`config.mk`:
```
export PLATFORM = sky130hd
export DESIGN_NAME = lif_sweep_scheduler
export DESIGN_NICKNAME = d
export VERILOG_FILES = /design/src/rtl/lif_sched_pkg.sv /design/src/rtl/lif_sweep_scheduler_core.sv /design/src/rtl/lif_sweep_scheduler.sv
export SDC_FILE = /design/constraint.sdc
export NUM_CORES = 1
export LEC_CHECK = 0
export BUFFER_PORTS_ARGS = -buffer_cell sky130_fd_sc_hd__buf_2
export CORE_UTILIZATION = 34
export CTS_BUF_LIST = sky130_fd_sc_hd__clkbuf_4
export CTS_CLUSTER_SIZE = 30
export DETAILED_ROUTE_END_ITERATION = 6
export GPL_ROUTABILITY_DRIVEN = 0
export PLACE_DENSITY = 0.6
export SYNTH_ARGS = -nofsm -noshare
export SYNTH_HDL_FRONTEND = slang
export SYNTH_HIERARCHICAL = 1
export SYNTH_SLANG_ARGS = --single-unit
```
`constraint.sdc`:
```
create_clock -name clk -period 5.2 [get_ports clk]
set_clock_uncertainty 0.2 [all_clocks]
set_input_delay 0.26 -clock clk [delete_from_list [all_inputs] [get_ports clk]]
set_output_delay 0.26 -clock clk [all_outputs]
set_load 0.01 [all_outputs]
```
`src/rtl/lif_sched_pkg.sv`:
```
// Shared types, constants and the saturating adder for the LIF sweep scheduler.
package lif_sched_pkg;

  typedef enum logic [1:0] {
    S_IDLE   = 2'd0,
    S_READ   = 2'd1,
    S_COMMIT = 2'd2,
    S_DONE   = 2'd3
  } sched_state_e;

  localparam int NUM_NEURONS_DEF = 4;
  localparam int ID_W            = $clog2(NUM_NEURONS_DEF);
  localparam int SAT_W           = 16;
  localparam logic [1:0] REFRACT_INIT = 2'd3;

  // Adds two values and clamps the result to 2^w-1 (operands zero-extended to SAT_W).
  function automatic logic [SAT_W-1:0] sat_add(input logic [SAT_W-1:0] a,
                                                input logic [SAT_W-1:0] b,
                                                input int               w);
    logic [SAT_W:0] sum;
    logic [SAT_W:0] lim;
    sum = {1'b0, a} + {1'b0, b};
    lim = ((SAT_W+1)'(1) << w) - (SAT_W+1)'(1);
    return (sum > lim) ? lim[SAT_W-1:0] : sum[SAT_W-1:0];
  endfunction

endpackage

```
`src/rtl/lif_sweep_scheduler_core.sv`:
```
// Combinational leaky integrate-and-fire update: leak, integrate, threshold compare.
module lif_update_core
  import lif_sched_pkg::*;
#(
  parameter int STATE_W    = 6,
  parameter int LEAK_SHIFT = 1
) (
  input  logic [STATE_W-1:0] i_state,
  input  logic [STATE_W-1:0] i_pending,
  input  logic [STATE_W-1:0] i_thr,
  output logic [STATE_W-1:0] o_nxt,
  output logic               o_spk
);

  logic [STATE_W-1:0] w_leaked;

  assign w_leaked = i_state >> LEAK_SHIFT;
  assign o_nxt    = STATE_W'(sat_add(SAT_W'(i_pending), SAT_W'(w_leaked), STATE_W));
  assign o_spk    = (o_nxt >= i_thr);

endmodule

```
`src/rtl/lif_sweep_scheduler.sv`:
```
// Sweeps NUM_NEURONS virtual LIF neurons through one shared update core per tick.
// Optional refractory counters are enabled by defining LIF_REFRACTORY_EN.
module lif_sweep_scheduler
  import lif_sched_pkg::*;
#(
  parameter int NUM_NEURONS    = 4,
  parameter int STATE_W        = 6,
  parameter int LEAK_SHIFT     = 1,
  parameter int THRESH_DEFAULT = 32
) (
  input  logic                           clk,
  input  logic                           reset,
  input  logic                           i_tick,
  input  logic                           i_stim_valid,
  output logic                           o_stim_ready,
  input  logic [$clog2(NUM_NEURONS)-1:0] i_stim_id,
  input  logic [STATE_W-1:0]             i_stim_current,
  input  logic                           i_cfg_we,
  input  logic [$clog2(NUM_NEURONS)-1:0] i_cfg_addr,
  input  logic [STATE_W-1:0]             i_cfg_data,
  output logic                           o_spike_valid,
  input  logic                           i_spike_ready,
  output logic [$clog2(NUM_NEURONS)-1:0] o_spike_id,
  output logic                           o_busy,
  output logic                           o_done,
  output logic                           o_tick_overrun
);

  localparam int IDX_W = $clog2(NUM_NEURONS);
  localparam logic [STATE_W-1:0] THR_INIT = STATE_W'(THRESH_DEFAULT);

  sched_state_e       r_fsm;
  logic [IDX_W-1:0]   r_idx;
  logic [STATE_W-1:0] r_mem  [NUM_NEURONS];
  logic [STATE_W-1:0] r_pend [NUM_NEURONS];
  logic [STATE_W-1:0] r_thr  [NUM_NEURONS];
  logic [STATE_W-1:0] r_cur_state;
  logic [STATE_W-1:0] r_cur_pend;
  logic [STATE_W-1:0] r_cur_thr;
  logic               r_spike_valid;
  logic [IDX_W-1:0]   r_spike_id;
  logic               r_busy;
  logic               r_done;
  logic               r_overrun;

  logic [STATE_W-1:0] w_core_nxt;
  logic               w_core_spk;
  logic [STATE_W-1:0] w_nxt;
  logic               w_spk;
  logic               w_refr;
  logic               w_commit;
  logic               w_stim_fire;
  logic [STATE_W-1:0] w_pend_plus;

  lif_update_core #(
    .STATE_W    (STATE_W),
    .LEAK_SHIFT (LEAK_SHIFT)
  ) u_core (
    .i_state   (r_cur_state),
    .i_pending (r_cur_pend),
    .i_thr     (r_cur_thr),
    .o_nxt     (w_core_nxt),
    .o_spk     (w_core_spk)
  );

  // The entry under read-clear is the only one that cannot take stimulus.
  assign o_stim_ready = !reset && !((r_fsm == S_COMMIT) && (i_stim_id == r_idx));
  assign w_stim_fire  = i_stim_valid && o_stim_ready;
  assign w_pend_plus  = STATE_W'(sat_add(SAT_W'(r_pend[i_stim_id]), SAT_W'(i_stim_current), STATE_W));

  assign w_spk    = w_core_spk && !w_refr;
  assign w_nxt    = w_refr ? '0 : w_core_nxt;
  assign w_commit = (r_fsm == S_COMMIT) && (!w_spk || !r_spike_valid || i_spike_ready);

`ifdef LIF_REFRACTORY_EN
  logic [1:0] r_ref [NUM_NEURONS];
  logic [1:0] r_cur_ref;

  assign w_refr = (r_cur_ref != 2'd0);

  // Refractory counters: latched with the neuron, counted down on each silenced commit.
  always_ff @(posedge clk) begin
    if (reset) begin
      r_cur_ref <= 2'd0;
      for (int i = 0; i < NUM_NEURONS; i++) r_ref[i] <= 2'd0;
    end else if (r_fsm == S_READ) begin
      r_cur_ref <= r_ref[r_idx];
    end else if (w_commit) begin
      if (w_refr) r_ref[r_idx] <= r_cur_ref - 2'd1;
      else if (w_core_spk) r_ref[r_idx] <= REFRACT_INIT;
    end
  end
`else
  assign w_refr = 1'b0;
`endif

  // Sweep FSM, neuron storage, stimulus accumulation and spike holding register.
  always_ff @(posedge clk) begin
    if (reset) begin
      r_fsm         <= S_IDLE;
      r_idx         <= '0;
      r_cur_state   <= '0;
      r_cur_pend    <= '0;
      r_cur_thr     <= '0;
      r_spike_valid <= 1'b0;
      r_spike_id    <= '0;
      r_busy        <= 1'b0;
      r_done        <= 1'b0;
      r_overrun     <= 1'b0;
      for (int i = 0; i < NUM_NEURONS; i++) begin
        r_mem[i]  <= '0;
        r_pend[i] <= '0;
        r_thr[i]  <= THR_INIT;
      end
    end else begin
      if (r_spike_valid && i_spike_ready) r_spike_valid <= 1'b0;
      if (w_stim_fire) r_pend[i_stim_id] <= w_pend_plus;
      if (i_tick && r_busy) r_overrun <= 1'b1;
      case (r_fsm)
        S_IDLE: begin
          r_done <= 1'b0;
          if (i_cfg_we) r_thr[i_cfg_addr] <= i_cfg_data;
          if (i_tick) begin
            r_fsm  <= S_READ;
            r_idx  <= '0;
            r_busy <= 1'b1;
          end
        end
        S_READ: begin
          // Fold in a same-cycle stimulus so it is not lost by the coming clear.
          r_cur_state <= r_mem[r_idx];
          r_cur_pend  <= (w_stim_fire && (i_stim_id == r_idx)) ? w_pend_plus : r_pend[r_idx];
          r_cur_thr   <= r_thr[r_idx];
          r_fsm       <= S_COMMIT;
        end
        S_COMMIT: begin
          if (w_commit) begin
            r_mem[r_idx]  <= w_spk ? '0 : w_nxt;
            r_pend[r_idx] <= '0;
            if (w_spk) begin
              r_spike_valid <= 1'b1;
              r_spike_id    <= r_idx;
            end
            if (r_idx == IDX_W'(NUM_NEURONS - 1)) begin
              r_fsm  <= S_DONE;
              r_done <= 1'b1;
              r_busy <= 1'b0;
            end else begin
              r_idx <= r_idx + IDX_W'(1);
              r_fsm <= S_READ;
            end
          end
        end
        S_DONE: begin
          r_done <= 1'b0;
          r_fsm  <= S_IDLE;
        end
        default: r_fsm <= S_IDLE;
      endcase
    end
  end

  assign o_spike_valid  = r_spike_valid;
  assign o_spike_id     = r_spike_id;
  assign o_busy         = r_busy;
  assign o_done         = r_done;
  assign o_tick_overrun = r_overrun;

endmodule

```
Word-level counts from Yosys, hierarchy flattened:

Memories as Yosys holds them, arrays and structs flattened. A register that Yosys moved wholly into a read port is not among the register bits.
Index checks and enable logic that the tools add are counted.

* memories: 3
* RAM bits: 72
* register bits: 10
* bits of input ports: 22

Memory list
* r_mem: words 4, width 6, rd ports 1, clocked after memory_dff 1, wr ports 4, RTL line lif_sweep_scheduler.sv:34 `logic [STATE_W-1:0] r_mem [NUM_NEURONS];`
* r_pend: words 4, width 6, rd ports 2, clocked after memory_dff 1, wr ports 4, RTL line lif_sweep_scheduler.sv:35 `logic [STATE_W-1:0] r_pend [NUM_NEURONS];`
* r_thr: words 4, width 6, rd ports 1, clocked after memory_dff 1, wr ports 4, RTL line lif_sweep_scheduler.sv:36 `logic [STATE_W-1:0] r_thr [NUM_NEURONS];`

* add/subtract/negate cells: 3
* magnitude comparators: 3
* mux-type cells: 47
* reduce and logical (&&, ||, !) cells: 25
* equality and inequality tests: 9

Operator list (number)
* 2-to-1 mux 6 bit: 7
* 2-to-1 mux 1 bit: 26
* OR reduction 6 bit: 4
* 2-to-1 mux 2 bit: 10
* greater-than comparator 7 x 6 -> 1 bit, second input constant: 2
* case mux 2 bit (4 select lines): 1
* AND reduction 4 bit: 2
* adder 6 x 5 -> 7 bit: 1
* adder 6 x 6 -> 7 bit: 1
* == test 2 bit, second input constant: 3
* >= comparator 6 bit: 1
* logical AND 1 bit: 6
* inequality test 2 bit, second input constant: 3
* AND reduction 3 bit: 2
* zero test 1 bit: 4
* case mux 1 bit (2 select lines): 2
* case mux 2 bit (2 select lines): 1
* nonzero test 2 bit: 2
* adder 2 x 1 -> 2 bit, second input constant: 1
* == test 2 x 1 -> 1 bit, second input constant: 1
* == test 2 bit: 1
* zero test 2 bit: 1
* logical OR 1 bit: 2
* inequality test 2 x 1 -> 1 bit, second input constant: 1
* 2 further kinds: 2

Depth between registers and ports, before layout:

Gate-level depths: netlist of the first run.

* depth in word-level cells: 14
* depth in mapped cells: 18
* mapped depth without buffers: 17

By module:

The synthesis of the first run kept the hierarchy.

By module, submodules not included
* lif_sweep_scheduler: area each 5059.9 um2, times used 1, sequential area each 2482.4 um2, cells each 451
* lif_update_core: area each 396.6 um2, times used 1, sequential area each 0.0 um2, cells each 55

Worst setup path before layout of the first run:

Ideal clock, no wire load.

* kind: register to register
* start: register r_cur_state[1], read port of r_mem
* end: memory r_mem[1][0] (enable)
* setup slack: 1.441 ns
* data required time: 4.678 ns
* arrival time: 3.237 ns
* cell stages (with the launch flop): 18
* library setup time: 0.322 ns
* cells stage by stage: dfxtp_1 > ha_1 > inv_1 > fa_1 > nand2b_1 > a21oi_2 > o21ai_2 > and2b_1 > ha_1 > nand2b_1 > a21o_1 > a21oi_1 > o21ai_1 > nand3b_1 > nor2b_1 > clkbuf_1 > nand3_1 > nand2b_1

RTL lines
* from (decl): RTL line lif_sweep_scheduler.sv:37 `logic [STATE_W-1:0] r_cur_state;`
* to (decl): RTL line lif_sweep_scheduler.sv:34

==> flow_summary.ini, run 1 <==
[setup_path]
crit_path_end_kind = register
cp.arrival_ns = 4.23
worst-path-max-fanout = 10
path_class = register to register
cp.required_ns = 5.15
reg2reg_slack_ns = 0.92
critPathLaunchType = register

[timing]
relSlewSlack_pct = 28.3
min_period_over_period_pct = 82.3
setup_tns_ns = 0
final-setup-viol-count = 0
rsz0062_at_grt = no
final-hold-violation-count = 0
finalMaxSlewViolations = 0
setup_ws_ns = 0.921
tightestPinTransition_ns = 1.08
max_freq_ghz = 0.234
finalCriticalPeriod_ns = 4.28

[global_route]
grt-ovfl-total = 0
grt_pass1_vias = 3721
grt_usage_pct = 15.6
grt_max_degree = 47
antenna_found_initial = 0
grt_pass1_wl_um = 19400

[power]
power_mw = 1.62
p_leak_nw = 2.15
max-vdd-ir-drop_mv = 0.195
power_density_nw_per_um2 = 279

[synthesis]
syn_avg_cell_area_um2 = 10.7
ys_warn_count = 6
synth_cells = 492
synth_area_um2 = 5260
synth_nets = 541

[floorplan]
die_w_um = 126
core_area_um2 = 15100
rows = 45
ios = 29
dieArea_um2 = 16000
start_util_pct = 34.7
die_h_um = 126

[layout]
fillers = 1442
fin_util_pct = 38.3
diodes = 0
syn2layout_area_growth_pct = 10.5
layout_commonest_cell = dfxtp_1
finalNetCount = 571
final_cell_mix = dfxtp_1, nor2_1, edfxtp_1, nand2_1, a21oi_1
final_area_um2 = 5810
drive_above_1_share_pct = 16.7

[clocking]
htreeDepth = 3
cts_num_sinks = 95
cts-root-buf = clkbuf_4
cts_buffers = 9
clkTransAtPathRegs_ns = 0.15
cts_resized = 0
clk_latency_ns = 0.46
cts_tree = yes
postCtsSetupRepairBufs = 0
cts_hold_repair.buffers = 12
clockBufferDepth = 2

[place]
placed_area_um2 = 5530
dp_worst_setup_slack_ns = 0.924
portBuffers = 28
dp_hpwl_um = 8490

[outcome]
status = finished clean

[hold_path]
hold_class = input pin to register

[job]
max_cap_viol_count = 0

[detailed_routing]
drc = 0
via_count = 3794
final_antenna_net_count = 0
routed_wl_um = 11700
via_per_inst = 5.31
firstDrtPassIters = 4
wl_per_cell_um = 16.4
drtIter0Drc = 205
==> state kept, by name, summed over array words and instances, names as in the netlist, 5 cells and up <==
signal and flops:
r_mem 20, r_cur_state 5, r_thr 24, r_pend 24, r_cur_pend 6, r_cur_thr 6
==> through the flow <==
step | std cells | hold slack [ns]
6_report | 715 | 0.128
5_1_grt | 715 | 0.152
4_1_cts | 715 | 0.0903
3_5_place_dp | 687 | 0.264
3_3_place_gp | 687 | 0.246
2_1_floorplan | 492 | 0.205
==> report_power, final <==
part           internal (mW)  switching [mW]  leakage [nW]
clock                  0.200           0.258        0.0891
sequential             0.829          0.0330         0.859
combinational          0.130           0.172          1.20
total                   1.16           0.463          2.15
==> cell type report <==
| class | count | area [um2] | area share, % |
|---|---|---|---|
| multi-input cells | 346 | 2690 | 46.3 |
| flip-flops and latches | 95 | 2340 | 40.4 |
| repair buffers | 42 | 275 | 4.74 |
| well taps | 188 | 235 | 4.05 |
| inverters | 28 | 105 | 1.81 |
| clock inverters | 6 | 82.6 | 1.42 |
| clock buffers | 10 | 75.1 | 1.29 |
==> worst max-delay path, stage by stage, from the launching register on <==
cell,delay [ns]
dfxtp_1,0.37
ha_1,0.16
inv_1,0.05
fa_1,0.39
nand2b_1,0.19
a21oi_2,0.18
o21ai_2,0.09
and2b_1,0.18
ha_1,0.25
nand2b_1,0.14
a21o_1,0.17
a21oi_1,0.13
o21ai_1,0.15
nand3b_1,0.24
nor2b_1,0.48
nand3_1,0.28
nand2b_1,0.32
==> metal layers <==
layer / GRT usage, % / up-vias / part of all wire (%)
met5: 0 / - / 0
met4: 5.46 / 0 / 1.3
met3: 3.04 / 11 / 3.4
met2: 25.0 / 78 / 48
met1: 21.1 / 1858 / 47
li1: - / 1847 / -
==> path summary, 6_finish.rpt <==
check / from / depth (start not counted) / endpoint
worst min register to register: r_pend[3][4] / 2 / r_pend[3][4]
worst max register to register: r_cur_pend[0] / 16 / r_mem[1][1]
worst max-delay path: r_cur_pend[0] / 16 / r_mem[1][1]
worst min-delay path: i_stim_current[4] / 4 / r_pend[2][5]
(Power assumes the default switching activity.)
==> run 2, diff against run 1 <==
--- a/config.mk
+++ b/config.mk
@@ -5,6 +5,7 @@
 export SDC_FILE = /design/constraint.sdc
 export NUM_CORES = 1
 export LEC_CHECK = 0
+export ABC_AREA = 1
 export BUFFER_PORTS_ARGS = -buffer_cell sky130_fd_sc_hd__buf_2
 export CORE_UTILIZATION = 34
 export CTS_BUF_LIST = sky130_fd_sc_hd__clkbuf_4
==> constraint.sdc (replaced) <==
create_clock -name clk -period 4.3 [get_ports clk]
set_clock_uncertainty 0.2 [all_clocks]
set_input_delay 0.215 -clock clk [delete_from_list [all_inputs] [get_ports clk]]
set_output_delay 0.215 -clock clk [all_outputs]
set_load 0.01 [all_outputs]
==> run 2 against run 1 <==
  * Count of clock-buffer cells in the layout down 1
  * Core utilization increased by 1.0 points
  * Register-to-register slack got worse by 0.33 ns
  * Flip-flop and latch count unchanged
  * Hold slack worse by 0.058 ns
  * Synthesized cell count grew 36%
  * Synthesized area is 0.86% lower
  * Combinational power is 63% higher
  * Sequential share of layout area hardly changed
  * Non-clock buffer count grew 8
==> flow_summary.ini, run 2 <==
[outcome]
status = finished clean

[detailed_routing]
via_per_inst = 4.96
firstDrtPassIters = 5
via_count = 4441
drc = 0
final_antenna_net_count = 0
drtIter0Drc = 350
routed_wl_um = 12700
wl_per_cell_um = 14.1

[clocking]
htreeDepth = 3
cts-root-buf = clkbuf_4
clockBufferDepth = 2
cts_buffers = 9
cts_hold_repair.buffers = 16
clkTransAtPathRegs_ns = 0.17
cts_num_sinks = 95
clk_latency_ns = 0.47
postCtsSetupRepairBufs = 0
cts_resized = 0
cts_tree = yes

[floorplan]
die_w_um = 126
start_util_pct = 35.3
ios = 29
core_area_um2 = 14800
die_h_um = 126
dieArea_um2 = 15800
rows = 44

[layout]
finalNetCount = 755
syn2layout_area_growth_pct = 11.5
fin_util_pct = 39.4
reg.largest.list = r_pend x24, r_thr x24, r_mem x20
final_cell_mix = nor2_1, nand2_1, o21ai_0, inv_1, dfxtp_1
layout_commonest_cell = nor2_1
drive_above_1_share_pct = 11.1
final_area_um2 = 5810

[job]
max_cap_viol_count = 0

[timing]
finalCriticalPeriod_ns = 3.70
max_freq_ghz = 0.270
rsz0062_at_grt = no
finalMaxSlewViolations = 0
relSlewSlack_pct = 29.8
final-setup-viol-count = 0
whs_ns = 0.0700
tightestPinTransition_ns = 1.04
final-hold-violation-count = 0
setup_tns_ns = 0
min_period_over_period_pct = 86.2

[synthesis]
ys_warn_count = 6
synth_cells = 671
synth_nets = 720
synth_area_um2 = 5210
syn_avg_cell_area_um2 = 7.76

[place]
portBuffers = 28
dp_hpwl_um = 8990
placed_area_um2 = 5510

[setup_path]
cp.arrival_ns = 3.67
critPathSlowestCell = fa_1
worst-path-max-fanout = 6
cp.required_ns = 4.27
cp_cell_sequence = ha_1 -> inv_1 -> fa_1 -> inv_1 -> nand3_1 -> a21boi_0 -> o21ai_2 -> ha_1 -> nand2_1 -> nor2_1 -> o21ai_0 -> o211ai_1 -> nand2_1 -> nand2_1 -> nor2_1 -> inv_1 -> nor2_1 -> nand2_1 -> nand2_1
cpMostUsedCell = nand2_1
critPathLaunchType = register
path_class = register to register
crit_path_end_kind = register
critical_path.max_stage_delay_ns = 0.43

[global_route]
antenna_found_initial = 1
grt_pass1_vias = 4186
grt_max_degree = 41
grt_usage_pct = 16.9
grt_pass1_wl_um = 21200
grt-ovfl-total = 0

[power]
power_mw = 2.03
p_leak_nw = 2.39
max-vdd-ir-drop_mv = 0.188
power_density_nw_per_um2 = 350

[hold_path]
hold_class = input pin to register
==> run 2: worst paths after layout <==
path                  startpoint      endpoint  slack [ns]  cells past startpoint
setup / recovery  r_cur_state[1]   r_mem[1][1]        0.60                     19
hold / removal      i_stim_valid  r_pend[3][2]        0.07                      5
setup reg to reg  r_cur_state[1]   r_mem[1][1]        0.60                     19
hold reg to reg     r_pend[0][1]  r_pend[0][1]        0.28                      2
==> run 2: cell type report <==
class                      count  area (um2)
antenna                        1        2.50
inverter                      65         246
tap                          184         230
sequential                    95        2340
fill                        1535        8940
clock inverter                 7        65.1
multi-input combinational    485        2510
clock buffer                   9        67.6
timing repair buffer          50         345
==> run 2: worst max-delay path, delay by kind of cell (launching register included) <==
family / cells / cell delay [ns]
simple gates: 9 / 1.09
fa+ha+maj: 3 / 0.89
compound gates: 4 / 0.60
flops: 1 / 0.37
buf+inv: 3 / 0.27
==> run 2: stage by stage <==
stage / std cells / setup slack [ns]
floorplan: 671 / 1.04
global placement: 863 / 0.724
global route: 896 / 0.205
CTS: 895 / 0.605
finish: 896 / 0.595
detailed placement: 863 / 0.628
==> run 2: power breakdown <==
part           internal (mW)  total [mW]  switching, mW
combinational          0.171       0.491          0.320
sequential              1.02        1.06         0.0431
clock                  0.132       0.476          0.344
total                   1.32        2.03          0.706
==> run 2: metal layers <==
layer,up-vias,global-route usage (%),share of wire (%)
met5,-,0,0
li1,2318,-,-
met3,11,2.89,4.3
met1,2021,23.3,50
met4,0,5.67,1.1
met2,91,26.8,45
==> run 3, diff against run 2 <==
--- a/config.mk
+++ b/config.mk
@@ -12,7 +12,7 @@
 export CTS_CLUSTER_SIZE = 30
 export DETAILED_ROUTE_END_ITERATION = 6
 export GPL_ROUTABILITY_DRIVEN = 0
-export PLACE_DENSITY = 0.6
+export PLACE_DENSITY = 0.57
 export SYNTH_ARGS = -nofsm -noshare
 export SYNTH_HDL_FRONTEND = slang
 export SYNTH_HIERARCHICAL = 1
==> constraint.sdc (replaced) <==
create_clock -name clk -period 4.3 [get_ports clk]
set_clock_uncertainty 0.2 [all_clocks]
set_input_delay 0.215 -clock clk [delete_from_list [all_inputs] [get_ports clk]]
set_output_delay 0.215 -clock clk [all_outputs]
set_load 0.005 [all_outputs]
==> run 3 against run 2 <==
  * Clock power up 20%
  * Sequential share of layout area fell by 0.095 points
  * Flip-flop and latch count did not move
  * Power up 5.0%
  * Critical path type unchanged
  * Critical endpoint is now r_mem[1][4]
==> flow_summary.ini, run 3 (synthesized netlist as in run 2, its figures left out) <==
[outcome]
status = finished clean

[setup_path]
cp-startpoint = r_cur_pend[0]
reg2reg_from = r_cur_pend[0]
path_class = register to register
worst-path-max-fanout = 6
cp.arrival_ns = 3.66
cp.required_ns = 4.26
critPathLaunchType = register
crit_path_end_kind = register

[clocking]
cts_buffers = 9
clk_latency_ns = 0.48
clockBufferDepth = 2
cts_num_sinks = 95
clkTransAtPathRegs_ns = 0.16
htreeDepth = 3
cts_tree = yes
cts-root-buf = clkbuf_4
cts_resized = 0
postCtsSetupRepairBufs = 0

[detailed_routing]
firstDrtPassIters = 5
via_per_inst = 5.12
via_count = 4571
final_antenna_net_count = 0
drtIter0Drc = 266
drc = 0
routed_wl_um = 13300
wl_per_cell_um = 14.9

[global_route]
antenna_found_initial = 1
grt-ovfl-total = 0
grt_max_degree = 44
grt_pass1_vias = 4466
grt_pass1_wl_um = 21900
grt_usage_pct = 17.7

[hold_path]
hold_class = input pin to register
hp-start = i_stim_valid

[timing]
whs_ns = 0.0444
tightestPinTransition_ns = 1.01
final-hold-violation-count = 0
setup_tns_ns = 0
max_freq_ghz = 0.270
relSlewSlack_pct = 32.1
min_period_over_period_pct = 86.1
finalMaxSlewViolations = 0
final-setup-viol-count = 0
finalCriticalPeriod_ns = 3.70
rsz0062_at_grt = no

[power]
internal_power_mw = 1.44
power_switching_mw = 0.693
max-vdd-ir-drop_mv = 0.177
p_leak_nw = 2.40
p_seq_share_pct = 50.3
power_density_nw_per_um2 = 366
comb_power_share_pct = 22.8
swShare_pct = 32.5
power_frac_clock_pct = 26.9

[layout]
drive_above_1_share_pct = 10.7
final_cell_mix = nor2_1, nand2_1, o21ai_0, inv_1, dfxtp_1
syn2layout_area_growth_pct = 11.8
reg.largest.list = r_pend x24, r_thr x24, r_mem x20
layout_commonest_cell = nor2_1
final_area_um2 = 5820
final_cells = 893
multi_input_area_um2 = 2510
finalNetCount = 752
regArea_um2 = 2340
fillers = 1528

[floorplan]
die_h_um = 126
rows = 44
die_w_um = 126
start_util_pct = 35.3
ios = 29
dieArea_um2 = 15800
core_area_um2 = 14800

[job]
max_cap_viol_count = 0

[place]
placed_area_um2 = 5490
dp.cells = 860
dp_hpwl_um = 9540
portBuffers = 28
==> run 3: layout make-up <==
class | instances | share of cell area (%)
inverter | 65 | 4.23
clock inverter | 6 | 1.61
sequential | 95 | 40.2
multi-input combinational | 485 | 43.1
clock buffer | 10 | 1.29
timing repair buffer | 47 | 5.54
tap | 184 | 3.95
antenna | 1 | 0.0430
==> run 3: path summary, 6_finish.rpt <==
path | depth (start not counted) | end | slack [ns]
min reg2reg | 2 | r_cur_pend[0] | 0.29
max reg2reg | 19 | r_mem[1][4] | 0.60
max | 19 | r_mem[1][4] | 0.60
min | 5 | r_pend[2][4] | 0.04
==> run 3: metal layers <==
layer / wire length [um] / vias to the layer above / part of all wire [%] / global-route usage, %
li1: - / 2308 / - / -
met1: 6210 / 2143 / 47 / 23.1
met2: 6340 / 105 / 48 / 29.4
met3: 574 / 15 / 4.3 / 2.85
met4: 201 / 0 / 1.5 / 6.73
met5: 0 / - / 0 / 0
==> run 3: what timing repair did <==
item                       CTS  global route
hold endpoints to repair    31             0
setup endpoints to repair    0             0
hold buffers                16             0
==> run 3: power by group through the flow <==
stage                     Clock, mW  Combinational, mW  Sequential (mW)
after floorplan                   0              0.348             1.07
after CTS                     0.586              0.486             1.07
after global placement            0              0.467             1.09
after detailed placement          0              0.472             1.09
after global routing          0.620              0.549             1.08
final                         0.573              0.487             1.07
==> run 3: metrics by stage <==
stage	worst slack, ns	utilization, %	power [mW]
floorplan	1.04	-	1.42
global placement	0.755	37.2	1.56
detailed placement	0.626	37.2	1.56
CTS	0.610	39.5	2.14
global route	0.217	39.5	2.25
finish	0.599	39.5	2.13
==> run 3: critical path: stages (launching register included) <==
cell and delay (ns):
dfxtp_1 0.37, ha_1 0.19, inv_1 0.06, fa_1 0.44, inv_1 0.10, nand3_1 0.08
a21boi_0 0.23, o21ai_2 0.10, ha_1 0.27, nand2_1 0.07, nor2_1 0.05, o21ai_0 0.06
o211ai_1 0.19, nand2_1 0.12, nand2_1 0.08, nor2_1 0.14, inv_1 0.12, nor2_1 0.16
nand2_1 0.15, nand2_1 0.22
